[config.mk]
export PLATFORM = sky130hd
export DESIGN_NAME = mem_access_unit
export DESIGN_NICKNAME = d
export VERILOG_FILES = /design/src/rtl/mem_access_unit.sv
export SDC_FILE = /design/constraint.sdc
export NUM_CORES = 1
export LEC_CHECK = 0
export CAP_MARGIN = 5
export CORE_MARGIN = 2
export CORE_UTILIZATION = 35
export DETAILED_ROUTE_END_ITERATION = 6
export PLACE_DENSITY = 0.62
export SYNTH_ARGS = -nofsm -noshare
export SYNTH_HDL_FRONTEND = slang
export SYNTH_SLANG_ARGS = --single-unit
export TNS_END_PERCENT = 10
[constraint.sdc]
create_clock -name i_clk -period 1.86 [get_ports i_clk]
set_input_delay 0.372 -clock i_clk [delete_from_list [all_inputs] [get_ports i_clk]]
set_output_delay 0.372 -clock i_clk [all_outputs]
set_load 0.02 [all_outputs]
[src/rtl/mem_access_unit.sv]
// -----------------------------------------------------------------------------
// mem_access_unit
// Load/store unit sitting between the core's MEM stage and a word-addressed
// data memory (synchronous write, asynchronous read). Handles one byte-addressed
// request at a time (lb/lbu/lh/lhu/lw/sb/sh/sw). Load data is sign/zero
// extended. Sub-word stores use read-modify-write. Misaligned or illegal-size
// accesses are flagged without touching memory.
//
// Ports
//   i_clk, i_rst_n      clock, synchronous active-low reset
//   i_req               request strobe, only looked at while idle
//   i_we                1 = store, 0 = load
//   i_size              00 byte, 01 half, 10 word, 11 illegal
//   i_unsigned          loads: 1 = zero-extend, 0 = sign-extend
//   i_addr              byte address (upper bits wrap modulo memory size)
//   i_wdata             right-aligned store data
//   o_busy              high while a request is in flight
//   o_done              one-cycle completion pulse
//   o_err               one-cycle error pulse, coincident with o_done
//   o_rdata             extended load result, held until the next good load
//   o_mem_addr          word index to memory
//   o_mem_data          write data to memory
//   o_mem_we            memory write enable (exactly one cycle per store)
//   i_mem_data          asynchronous read data from memory
// -----------------------------------------------------------------------------
module mem_access_unit #(
  parameter int ADDR_WIDTH = 5,
  parameter int DATA_WIDTH = 32
) (
  input  logic                  i_clk,
  input  logic                  i_rst_n,
  input  logic                  i_req,
  input  logic                  i_we,
  input  logic [1:0]            i_size,
  input  logic                  i_unsigned,
  input  logic [31:0]           i_addr,
  input  logic [31:0]           i_wdata,
  output logic                  o_busy,
  output logic                  o_done,
  output logic                  o_err,
  output logic [31:0]           o_rdata,
  output logic [ADDR_WIDTH-1:0] o_mem_addr,
  output logic [DATA_WIDTH-1:0] o_mem_data,
  output logic                  o_mem_we,
  input  logic [DATA_WIDTH-1:0] i_mem_data
);

  typedef enum logic [2:0] {
    S_IDLE     = 3'd0,
    S_LOAD     = 3'd1,
    S_RMW_READ = 3'd2,
    S_WRITE    = 3'd3,
    S_RESP     = 3'd4,
    S_RESP_ERR = 3'd5
  } state_t;

  state_t                  state_q;
  logic                    busy_q;
  logic                    done_q;
  logic                    err_q;
  logic [31:0]             rdata_q;
  logic [ADDR_WIDTH-1:0]   mem_addr_q;
  logic [DATA_WIDTH-1:0]   mem_data_q;
  logic                    mem_we_q;
  logic [1:0]              size_q;
  logic [1:0]              lane_q;
  logic                    unsigned_q;
  logic [31:0]             wdata_q;

  logic [31:0]             rdata_d;
  logic [31:0]             merged_d;
  logic                    misaligned_s;
  logic                    addr_unused_s;

  // Alignment rule: half needs addr[0]=0, word needs addr[1:0]=0, size 11 never legal.
  function automatic logic access_bad(input logic [1:0] size, input logic [1:0] low);
    logic bad;
    case (size)
      2'b00:   bad = 1'b0;
      2'b01:   bad = low[0];
      2'b10:   bad = (low != 2'b00);
      default: bad = 1'b1;
    endcase
    return bad;
  endfunction

  // Pick the addressed lane out of a memory word and extend it to 32 bits.
  function automatic logic [31:0] load_extend(input logic [31:0] word, input logic [1:0] lane,
                                              input logic [1:0] size, input logic uns);
    logic [7:0]  b;
    logic [15:0] h;
    logic [31:0] res;
    case (lane)
      2'd0:    b = word[7:0];
      2'd1:    b = word[15:8];
      2'd2:    b = word[23:16];
      default: b = word[31:24];
    endcase
    h = lane[1] ? word[31:16] : word[15:0];
    case (size)
      2'b00:   res = uns ? {24'd0, b} : {{24{b[7]}}, b};
      2'b01:   res = uns ? {16'd0, h} : {{16{h[15]}}, h};
      default: res = word;
    endcase
    return res;
  endfunction

  // Overlay the right-aligned store data onto the selected lane(s) of the old word.
  function automatic logic [31:0] store_merge(input logic [31:0] old, input logic [31:0] wdata,
                                              input logic [1:0] lane, input logic [1:0] size);
    logic [31:0] res;
    res = old;
    case (size)
      2'b00: begin
        case (lane)
          2'd0:    res[7:0]   = wdata[7:0];
          2'd1:    res[15:8]  = wdata[7:0];
          2'd2:    res[23:16] = wdata[7:0];
          default: res[31:24] = wdata[7:0];
        endcase
      end
      2'b01: begin
        if (lane[1]) res[31:16] = wdata[15:0];
        else         res[15:0]  = wdata[15:0];
      end
      default: res = wdata;
    endcase
    return res;
  endfunction

  assign misaligned_s  = access_bad(i_size, i_addr[1:0]);
  assign rdata_d       = load_extend(i_mem_data, lane_q, size_q, unsigned_q);
  assign merged_d      = store_merge(i_mem_data, wdata_q, lane_q, size_q);
  // Address bits above the memory index are deliberately ignored (wrap-around).
  assign addr_unused_s = ^i_addr[31:ADDR_WIDTH+2];

  // Request FSM; every output is a register updated alongside the state.
  always_ff @(posedge i_clk) begin
    if (!i_rst_n) begin
      state_q    <= S_IDLE;
      busy_q     <= 1'b0;
      done_q     <= 1'b0;
      err_q      <= 1'b0;
      rdata_q    <= 32'd0;
      mem_addr_q <= '0;
      mem_data_q <= '0;
      mem_we_q   <= 1'b0;
      size_q     <= 2'b00;
      lane_q     <= 2'b00;
      unsigned_q <= 1'b0;
      wdata_q    <= 32'd0;
    end else begin
      case (state_q)
        S_IDLE: begin
          done_q   <= 1'b0;
          err_q    <= 1'b0;
          mem_we_q <= 1'b0;
          if (i_req) begin
            busy_q     <= 1'b1;
            size_q     <= i_size;
            lane_q     <= i_addr[1:0];
            unsigned_q <= i_unsigned;
            wdata_q    <= i_wdata;
            if (misaligned_s) begin
              // Error responds on the very next cycle; memory outputs untouched.
              state_q <= S_RESP_ERR;
              done_q  <= 1'b1;
              err_q   <= 1'b1;
            end else if (!i_we) begin
              state_q    <= S_LOAD;
              mem_addr_q <= i_addr[ADDR_WIDTH+1:2];
            end else if (i_size == 2'b10) begin
              // Full word: no read needed, write straight away.
              state_q    <= S_WRITE;
              mem_addr_q <= i_addr[ADDR_WIDTH+1:2];
              mem_data_q <= i_wdata;
              mem_we_q   <= 1'b1;
            end else begin
              state_q    <= S_RMW_READ;
              mem_addr_q <= i_addr[ADDR_WIDTH+1:2];
            end
          end else begin
            busy_q <= 1'b0;
          end
        end
        S_LOAD: begin
          rdata_q <= rdata_d;
          done_q  <= 1'b1;
          state_q <= S_RESP;
        end
        S_RMW_READ: begin
          mem_data_q <= merged_d;
          mem_we_q   <= 1'b1;
          state_q    <= S_WRITE;
        end
        S_WRITE: begin
          mem_we_q <= 1'b0;
          done_q   <= 1'b1;
          state_q  <= S_RESP;
        end
        S_RESP, S_RESP_ERR: begin
          done_q  <= 1'b0;
          err_q   <= 1'b0;
          busy_q  <= 1'b0;
          state_q <= S_IDLE;
        end
        default: begin
          state_q  <= S_IDLE;
          busy_q   <= 1'b0;
          done_q   <= 1'b0;
          err_q    <= 1'b0;
          mem_we_q <= 1'b0;
        end
      endcase
    end
  end

  assign o_busy     = busy_q;
  assign o_done     = done_q;
  assign o_err      = err_q;
  assign o_rdata    = rdata_q;
  assign o_mem_addr = mem_addr_q;
  assign o_mem_data = mem_data_q;
  assign o_mem_we   = mem_we_q;

endmodule
==> run summary, run 1 <==
Ports - 176
Final period utilization - 99.07%
Pre-CTS setup slack - -0.2089 ns
Worst endpoint required time - 2.14 ns
Post-DRT Antenna Nets - 0
Synth top area share - 39.56%
Chip Width - 131.8 um
Vias/cell - 5.523
Worst Skew - 0.005669 ns
VDD IR-drop max - 0.6408 mV
Post-Syn Area - 5718 um2
DIE HEIGHT - 131.8 um
RSZ-0062 raised after global routing - true
Fin. max-slew vios - 0
CP arrival - 2.13 ns
Switching power share of the total - 29.03%
Worst r2r path cells - 5
CP endpoint kind - flip-flop
Hold path startpoint - i_rst_n
Post-synth EDFFs - 0
Reg2reg start - size_q[0]
Final Wtd Congestion - 0.9380
Worst setup SP type - flip-flop
R2R Setup Slk - 0.02 ns
Least-Margin Pin Slew - 0.5367 ns
Grt ovf - 0
Synth Instances - 713
Inserted Clock Buffers - 17
Area Growth Syn to Fin - 48.49%
Pwr dens - 915.7 nW/um2
Dpl cells - 1,079
DP HPWL - 15.78 mm
Minimum clock period - 1.843 ns
Filler cells - 1,482
Worst slew margin - 64.22%
Hold endpoint - o_done
Num Clock Sinks - 113
Layout cells sized above 1 - 14.97%
# diodes - 0
Synth Flop Type - dfxtp_1
Root buf cell - clkbuf_16
Initial core utilization - 35.87%
Reg power frac - 35.4%
Yosys top cell by area - dfxtp_1
Synth cell count leaders - nand2_1, dfxtp_1, o21ai_0
Status - finished clean
TritonCTS clock tree - done
Worst setup margin - 0.01726 ns
R2R Path End - o_rdata[7]
WHS Path Cells - 2
CP max FO - 13
Final cell count without fillers - 1,111
Synth unique cells - 47
Leakage - 0.003162 uW
Critical path type - flip-flop to flip-flop
Clock Path Buffers - 2
Ys Warns - 0
Post-synth ARST share - 0%
Antenna violations before repair - 0
Sequential fraction of the synthesis area - 39.56%
# hold bufs at CTS - 0
Avg WL per Cell - 18.98 um
Synthesized Nets - 816
# port buffers - 150
Die area - 17,380 um2
Fmax - 0.5427 GHz
Final hold violations - 0
Clk_lat worst skew - 0.42 ns
Placeable Area - 15,940 um2
Routed vias - 6,136
Drt initial violations - 614
Hold WC Path Type - primary input to flip-flop
Most common cell in the netlist - nand2_1
Initial DRT Pass Iterations - 5
Final wirelength - 21.09 mm
Largest net degree at the start of global routing - 64
Internal power - 5518 uW
Setup violations, final - 0
Synthesized flop and latch total - 113
First-pass GRT wire length - 33.55 mm
Clock-pin transition on the worst setup and hold timing paths - 0.06 ns
Total global-route track usage - 24.35%
Max-cap viol count - 0
Number of cell rows - 46
Net Switching - 2257 uW
Post-Route Utilization - 53.26%
Syn avg cell area - 8.020 um2
Clk pwr share - 42.8%
Area of the multi-input gates - 3122 um2
Layout Nets - 985
Residual DRC count - 0
Via count of the first global-routing pass - 6,121
Top cells by area, synth - dfxtp_1, nand2_1, a21boi_0
H-tree Lvls - 4
Register area - 2268 um2
Part of the power in combinational logic - 21.8%
==> area by class of cell <==
type | instances | area share, %
multi-input cells | 511 | 36.77
flip-flops and latches | 113 | 26.72
repair buffers | 218 | 25.29
clock buffers | 18 | 5.172
well taps | 216 | 3.183
clock inverters | 14 | 1.945
inverters | 21 | 0.9284
==> worst max path at each step <==
| stage | startpoint | endpoint | slack (ns) | cells after the start |
|---|---|---|---|---|
| 2_1_floorplan | lane_q[0] | o_rdata[21] | 0.15 | 5 |
| 3_3_place_gp | i_mem_data[31] | o_rdata[30] | -0.19 | 6 |
| 3_5_place_dp | i_mem_data[31] | o_rdata[23] | -0.21 | 6 |
| 4_1_cts | lane_q[0] | o_rdata[19] | 0.03 | 5 |
| 5_1_grt | size_q[0] | o_rdata[7] | -0.04 | 5 |
| 6_report | size_q[0] | o_rdata[7] | 0.02 | 5 |
==> layout by cell type, fill, tap and decap left out, types with 19 or more instances in the layout <==
cell type	instances
a21boi_0	49
a21oi_1	43
a221oi_1	23
buf_4	58
clkdlybuf4s50_1	149
dfxtp_1	110
inv_1	21
nand2_1	115
nand3_1	28
nor2_1	19
o211ai_1	19
o21ai_0	69
==> stage by stage <==
step | total power [uW] | hold WS, ns | TNS [ns] | cell area [um2]
6_report | 7775 | 0.3654 | 0 | 8491
5_1_grt | 8074 | 0.3700 | -0.03573 | 8491
4_1_cts | 7786 | 0.3543 | 0 | 8471
3_3_place_gp | 4441 | 0.4426 | -5.648 | 7865
3_5_place_dp | 4463 | 0.4477 | -7.138 | 7865
2_1_floorplan | 3600 | 0.4433 | 0 | 5718
==> sequential cells by signal, summed over array words and instances, names as in the netlist, 2 cells and up <==
signal,flops
o_mem_data,32
o_rdata,32
wdata_q,32
o_mem_addr,5
state_q,3
lane_q,2
size_q,2
==> power groups by stage <==
stage,Clock [uW],Sequential [uW],Combinational (uW)
floorplan,0,2900,703
global placement,0,2790,1650
detailed placement,0,2790,1670
CTS,3360,2750,1680
global route,3480,2770,1830
finish,3330,2750,1700
==> worst max-delay path: stages, from the launching register on <==
cell	delay, ns
dfxtp_1	0.40
nand2b_1	0.29
buf_4	0.25
mux4_2	0.52
mux2i_1	0.16
a21oi_1	0.09
==> cells by family after synthesis <==
| family | after synthesis | synth area share [%] |
|---|---|---|
| AOI/OAI and AO/OA | 275 | 31.71 |
| and+or+nand+nor | 209 | 16.83 |
| buffers and inverters | 89 | 6.499 |
| muxes | 27 | 5.405 |
| DFF | 113 | 39.56 |
==> metal layers <==
metal	GRT usage, %	up-vias	share of wire [%]
met1	31.29	2907	43
li1	-	2927	-
met2	40.40	253	48
met3	4.344	49	6.0
met4	10.08	0	2.7
met5	0	-	0
==> timing repair <==
item                                    in CTS  in global routing
cloned                                       0                  0
pin swaps                                    0                  0
endpoints found under the setup margin       4                 36
gates resized for setup                      2                  7
setup buffers                                0                  0
Note: power is estimated with default switching activity, not from simulation.
==> inputs of run 2 (changes only) <==
CTS_CLUSTER_DIAMETER = 120   (was unset)
PLACE_DENSITY = 0.64   (was 0.62)
clock period = 1.65 ns   (was 1.86 ns; I/O delays follow)
==> run summary, run 2 (same netlist as run 1, synthesis figures left out) <==
Layout cells sized above 1 - 20.11%
Clock Path Buffers - 2
Inserted Clock Buffers - 17
WP buf/inv - 1
Fmax - 0.5740 GHz
Crit-path leading delay family - multiplexers
Met2 GRT Util - 40.31%
VDD IR-drop max - 0.7150 mV
Filler cells - 1,456
Pre-CTS setup slack - -0.4139 ns
Least-Margin Pin Slew - 0.4367 ns
GR Util met1 - 32.36%
DIE HEIGHT - 131.8 um
Part of the power in combinational logic - 22.9%
# hold bufs at CTS - 0
Max-cap viol count - 0
Clk pwr share - 42.3%
Status - finished with violations
Commonest non-fill, non-tap cell in the layout - nand2_1
Gr busiest metal - met2
Pwr dens - 982.6 nW/um2
Initial core utilization - 35.87%
Ports - 176
Clk_lat worst skew - 0.43 ns
Antenna violations before repair - 0
Leakage - 0.004497 uW
Net Switching - 2529 uW
TritonCTS clock tree - done
Post-DRT Antenna Nets - 0
Minimum clock period - 1.742 ns
Residual DRC count - 0
Number of cell rows - 46
Final period utilization - 105.6%
Worst slew margin - 70.82%
Internal power - 6370 uW
Chip Width - 131.8 um
CP max FO - 5
Drt initial violations - 662
Fin. max-slew vios - 0
Total global-route track usage - 24.53%
Die area - 17,380 um2
Slowest CP cell - mux4_2
Worst hold slack - 0.2793 ns
Largest net degree at the start of global routing - 54
DP HPWL - 15.78 mm
Initial DRT Pass Iterations - 7
Final Wtd Congestion - 0.9347
Via count of the first global-routing pass - 5,981
Failing checks - setup timing
Layout Nets - 1,010
Max incr delay on CP - 0.55 ns
Area Growth Syn to Fin - 58.38%
Crit-path cells - mux4_2 > or2_4 > a21oi_4 > buf_6 > a21oi_2
Final wirelength - 21.15 mm
Routed vias - 6,171
Met3 Usage GRT - 4.844%
Worst endpoint required time - 1.96 ns
RSZ-0062 raised after global routing - true
Avg WL per Cell - 18.62 um
Hold WC Path Type - primary input to flip-flop
Worst setup margin - -0.09210 ns
Worst setup SP type - flip-flop
CP arrival - 2.05 ns
Reg power frac - 34.8%
Setup violations, final - 17
Num Clock Sinks - 113
Critical path type - flip-flop to flip-flop
Placeable Area - 15,940 um2
Most frequent cells in the layout - nand2_1, dfxtp_1, clkdlybuf4s50_1
Root buf cell - clkbuf_16
Worst Skew - 0.009057 ns
Clock-pin transition on the worst setup and hold timing paths - 0.06 ns
H-tree Lvls - 4
First-pass GRT wire length - 33.38 mm
Vias/cell - 5.432
# diodes - 0
CP endpoint kind - flip-flop
Switching power share of the total - 28.42%
# port buffers - 150
Fin Setup TNS - -1.355 ns
Final hold violations - 0
Grt ovf - 0
-- run 2: power groups by stage --
stage	clock, uW	combinational [uW]	sequential (uW)
after floorplan	0	799	3270
after global placement	0	1940	3150
after detailed placement	0	1950	3150
after CTS	3800	1980	3090
after global routing	3920	2200	3110
final	3760	2040	3090
-- run 2: layer usage --
metal / share of wire, % / vias to the layer above / routed length [um]
met5: 0 / - / 0
met4: 2.0 / 0 / 414
met3: 6.8 / 31 / 1444
met2: 48 / 232 / 10190
met1: 43 / 2932 / 9108
li1: - / 2976 / -
-- run 2: final cells by class --
type                    count  area (um2)  area share [%]
clock buffers              22       474.2           5.236
clock inverters            10       132.6           1.464
inverters                  21       78.83          0.8704
multi-input cells         511        3272           36.13
flip-flops and latches    113        2272           25.09
well taps                 216       270.3           2.984
repair buffers            243        2556           28.23
-- run 2: metrics by stage --
stage	power (uW)	instance area, um2	cells	utilization, %
after CTS	8868	8712	1134	54.65
after detailed placement	5097	8036	1100	50.41
after floorplan	4065	5729	713	-
final	8899	9056	1136	56.80
after global placement	5089	8036	1100	50.41
after global routing	9232	9056	1136	56.80
-- run 2: timing repair --
action	CTS	global route
setup buffers	1	2
setup endpoints to repair	132	130
pin swaps	1	7
resized for setup	25	118
gates cloned	1	0
endpoints found under the hold margin	0	0
-- run 2: final timing paths --
path | start | end | slack (ns) | depth (start not counted)
max | lane_q[0] | o_rdata[26] | -0.09 | 5
min | i_rst_n | o_mem_we | 0.28 | 2
max reg2reg | lane_q[0] | o_rdata[26] | -0.09 | 5
min reg2reg | o_mem_addr[4] | o_mem_addr[4] | 0.45 | 2
==> inputs of run 3 (changes only) <==
CORE_UTILIZATION = 40   (was 35)
PLACE_DENSITY = 0.72   (was 0.64)
==> run summary, run 3 (same netlist as run 1, synthesis figures left out) <==
Worst setup margin - -0.03982 ns
Worst slew margin - 69.57%
Initial core utilization - 41.03%
Worst Skew - 0.007281 ns
Inserted Clock Buffers - 17
# hold bufs at CTS - 0
Number of cell rows - 43
WHS Path Cells - 3
TritonCTS clock tree - done
First-pass GRT wire length - 33.29 mm
Hold path startpoint - i_rst_n
Hold WC Path Type - primary input to flip-flop
# port buffers - 150
Pwr dens - 999.1 nW/um2
Minimum clock period - 1.690 ns
Filler cells - 1,243
Area Growth Syn to Fin - 52.21%
Drt initial violations - 641
Final wirelength - 21.98 mm
Grt ovf - 0
Worst hold slack - 0.3955 ns
Initial DRT Pass Iterations - 7
Most frequent cells in the layout - nand2_1, dfxtp_1, clkdlybuf4s50_1
Avg WL per Cell - 19.98 um
CP arrival - 1.99 ns
Placeable Area - 13,930 um2
Reg2reg start - lane_q[0]
Total global-route track usage - 28.99%
Commonest non-fill, non-tap cell in the layout - nand2_1
Failing checks - DRC, setup timing
DP HPWL - 16.11 mm
DIE HEIGHT - 123.6 um
Antenna violations before repair - 0
R2R Path End - o_rdata[28]
Critical path type - flip-flop to flip-flop
Residual DRC count - 1
CP endpoint kind - flip-flop
Pre-CTS setup slack - -0.3705 ns
Clock Path Buffers - 2
# diodes - 0
Worst endpoint required time - 1.95 ns
Post-Route Utilization - 62.46%
Fin. max-slew vios - 0
CP max FO - 16
VDD IR-drop max - 0.6902 mV
Clk_lat worst skew - 0.43 ns
Num Clock Sinks - 113
Leakage - 0.003655 uW
RSZ-0062 raised after global routing - true
Die area - 15,270 um2
Area of the multi-input gates - 3258 um2
Worst setup SP type - flip-flop
Layout Nets - 1,010
Max-cap viol count - 0
Final hold violations - 0
Root buf cell - clkbuf_16
Layout cells sized above 1 - 19.57%
Total power - 8695 uW
Final cell count without fillers - 1,100
Vias/cell - 5.802
Largest net degree at the start of global routing - 75
Routed vias - 6,382
Hold endpoint - o_mem_we
H-tree Lvls - 4
Final period utilization - 102.4%
Post-DRT Antenna Nets - 0
Register area - 2273 um2
Chip Width - 123.6 um
R2R Setup Slk - -0.04 ns
Ports - 176
Worst r2r path cells - 5
Via count of the first global-routing pass - 6,212
Fmax - 0.5918 GHz
Least-Margin Pin Slew - 0.4554 ns
Setup violations, final - 17
Dpl cells - 1,064
Clock-pin transition on the worst setup and hold timing paths - 0.05 ns
Final Wtd Congestion - 0.9405
Status - finished with violations
run 3: changes by cell type in the layout (fill, tap and decap cells not counted), sizes merged:
cell and change:
dlygate4sd2 +66, clkinv +2, bufinv -1, clkbuf -1, dlymetal6s2s -66
run 3: final cells by class:
| class | instances | area share, % |
|---|---|---|
| Timing Repair Buffer | 243 | 26.37 |
| Clock buffer | 21 | 5.290 |
| Inverter | 21 | 0.9057 |
| Multi-Input combinational cell | 511 | 37.44 |
| Tap cell | 180 | 2.588 |
| Clock inverter | 11 | 1.294 |
| Sequential cell | 113 | 26.12 |
run 3: metrics by stage:
stage	instance area [um2]	TNS, ns
5_1_grt	8703	-1.626
4_1_cts	8576	-0.4863
3_5_place_dp	7998	-21.54
3_3_place_gp	7998	-19.72
6_report	8703	-0.4162
2_1_floorplan	5729	0
run 3: timing repair:
action,4_1_cts,5_1_grt
buffers inserted,4,0
endpoints found under the setup margin,134,55
resized for setup,96,34
pin swaps,0,2
run 3: worst max-delay path, stage by stage, from the launching register on:
cell,delay (ns)
dfxtp_4,0.39
mux4_2,0.54
or2_4,0.26
a21oi_4,0.14
buf_12,0.15
a21oi_1,0.08
run 3: report_power, final:
part           switching (uW)  internal [uW]  leakage (uW)
sequential                150           2950      0.000926
clock                    1320           2280      0.000278
combinational            1120            875       0.00245
run 3: worst max path at each step:
stage                               from        endpoint  slack [ns]  depth (start not counted)
final                          lane_q[0]     o_rdata[28]       -0.04                          5
after global routing           lane_q[0]  o_mem_data[18]       -0.08                          7
after global placement    i_mem_data[31]     o_rdata[30]       -0.33                          6
after CTS                      lane_q[0]     o_rdata[28]       -0.04                          5
after floorplan                lane_q[0]     o_rdata[21]        0.02                          5
after detailed placement  i_mem_data[31]     o_rdata[26]       -0.37                          6
run 3: metal layers:
| layer | wire length (um) | vias up | GRT usage, % |
|---|---|---|---|
| met5 | 0 | - | 0 |
| met4 | 615 | 0 | 12.07 |
| met3 | 1580 | 44 | 5.120 |
| met2 | 10700 | 294 | 47.46 |
| met1 | 9083 | 3071 | 37.57 |
| li1 | - | 2973 | - |
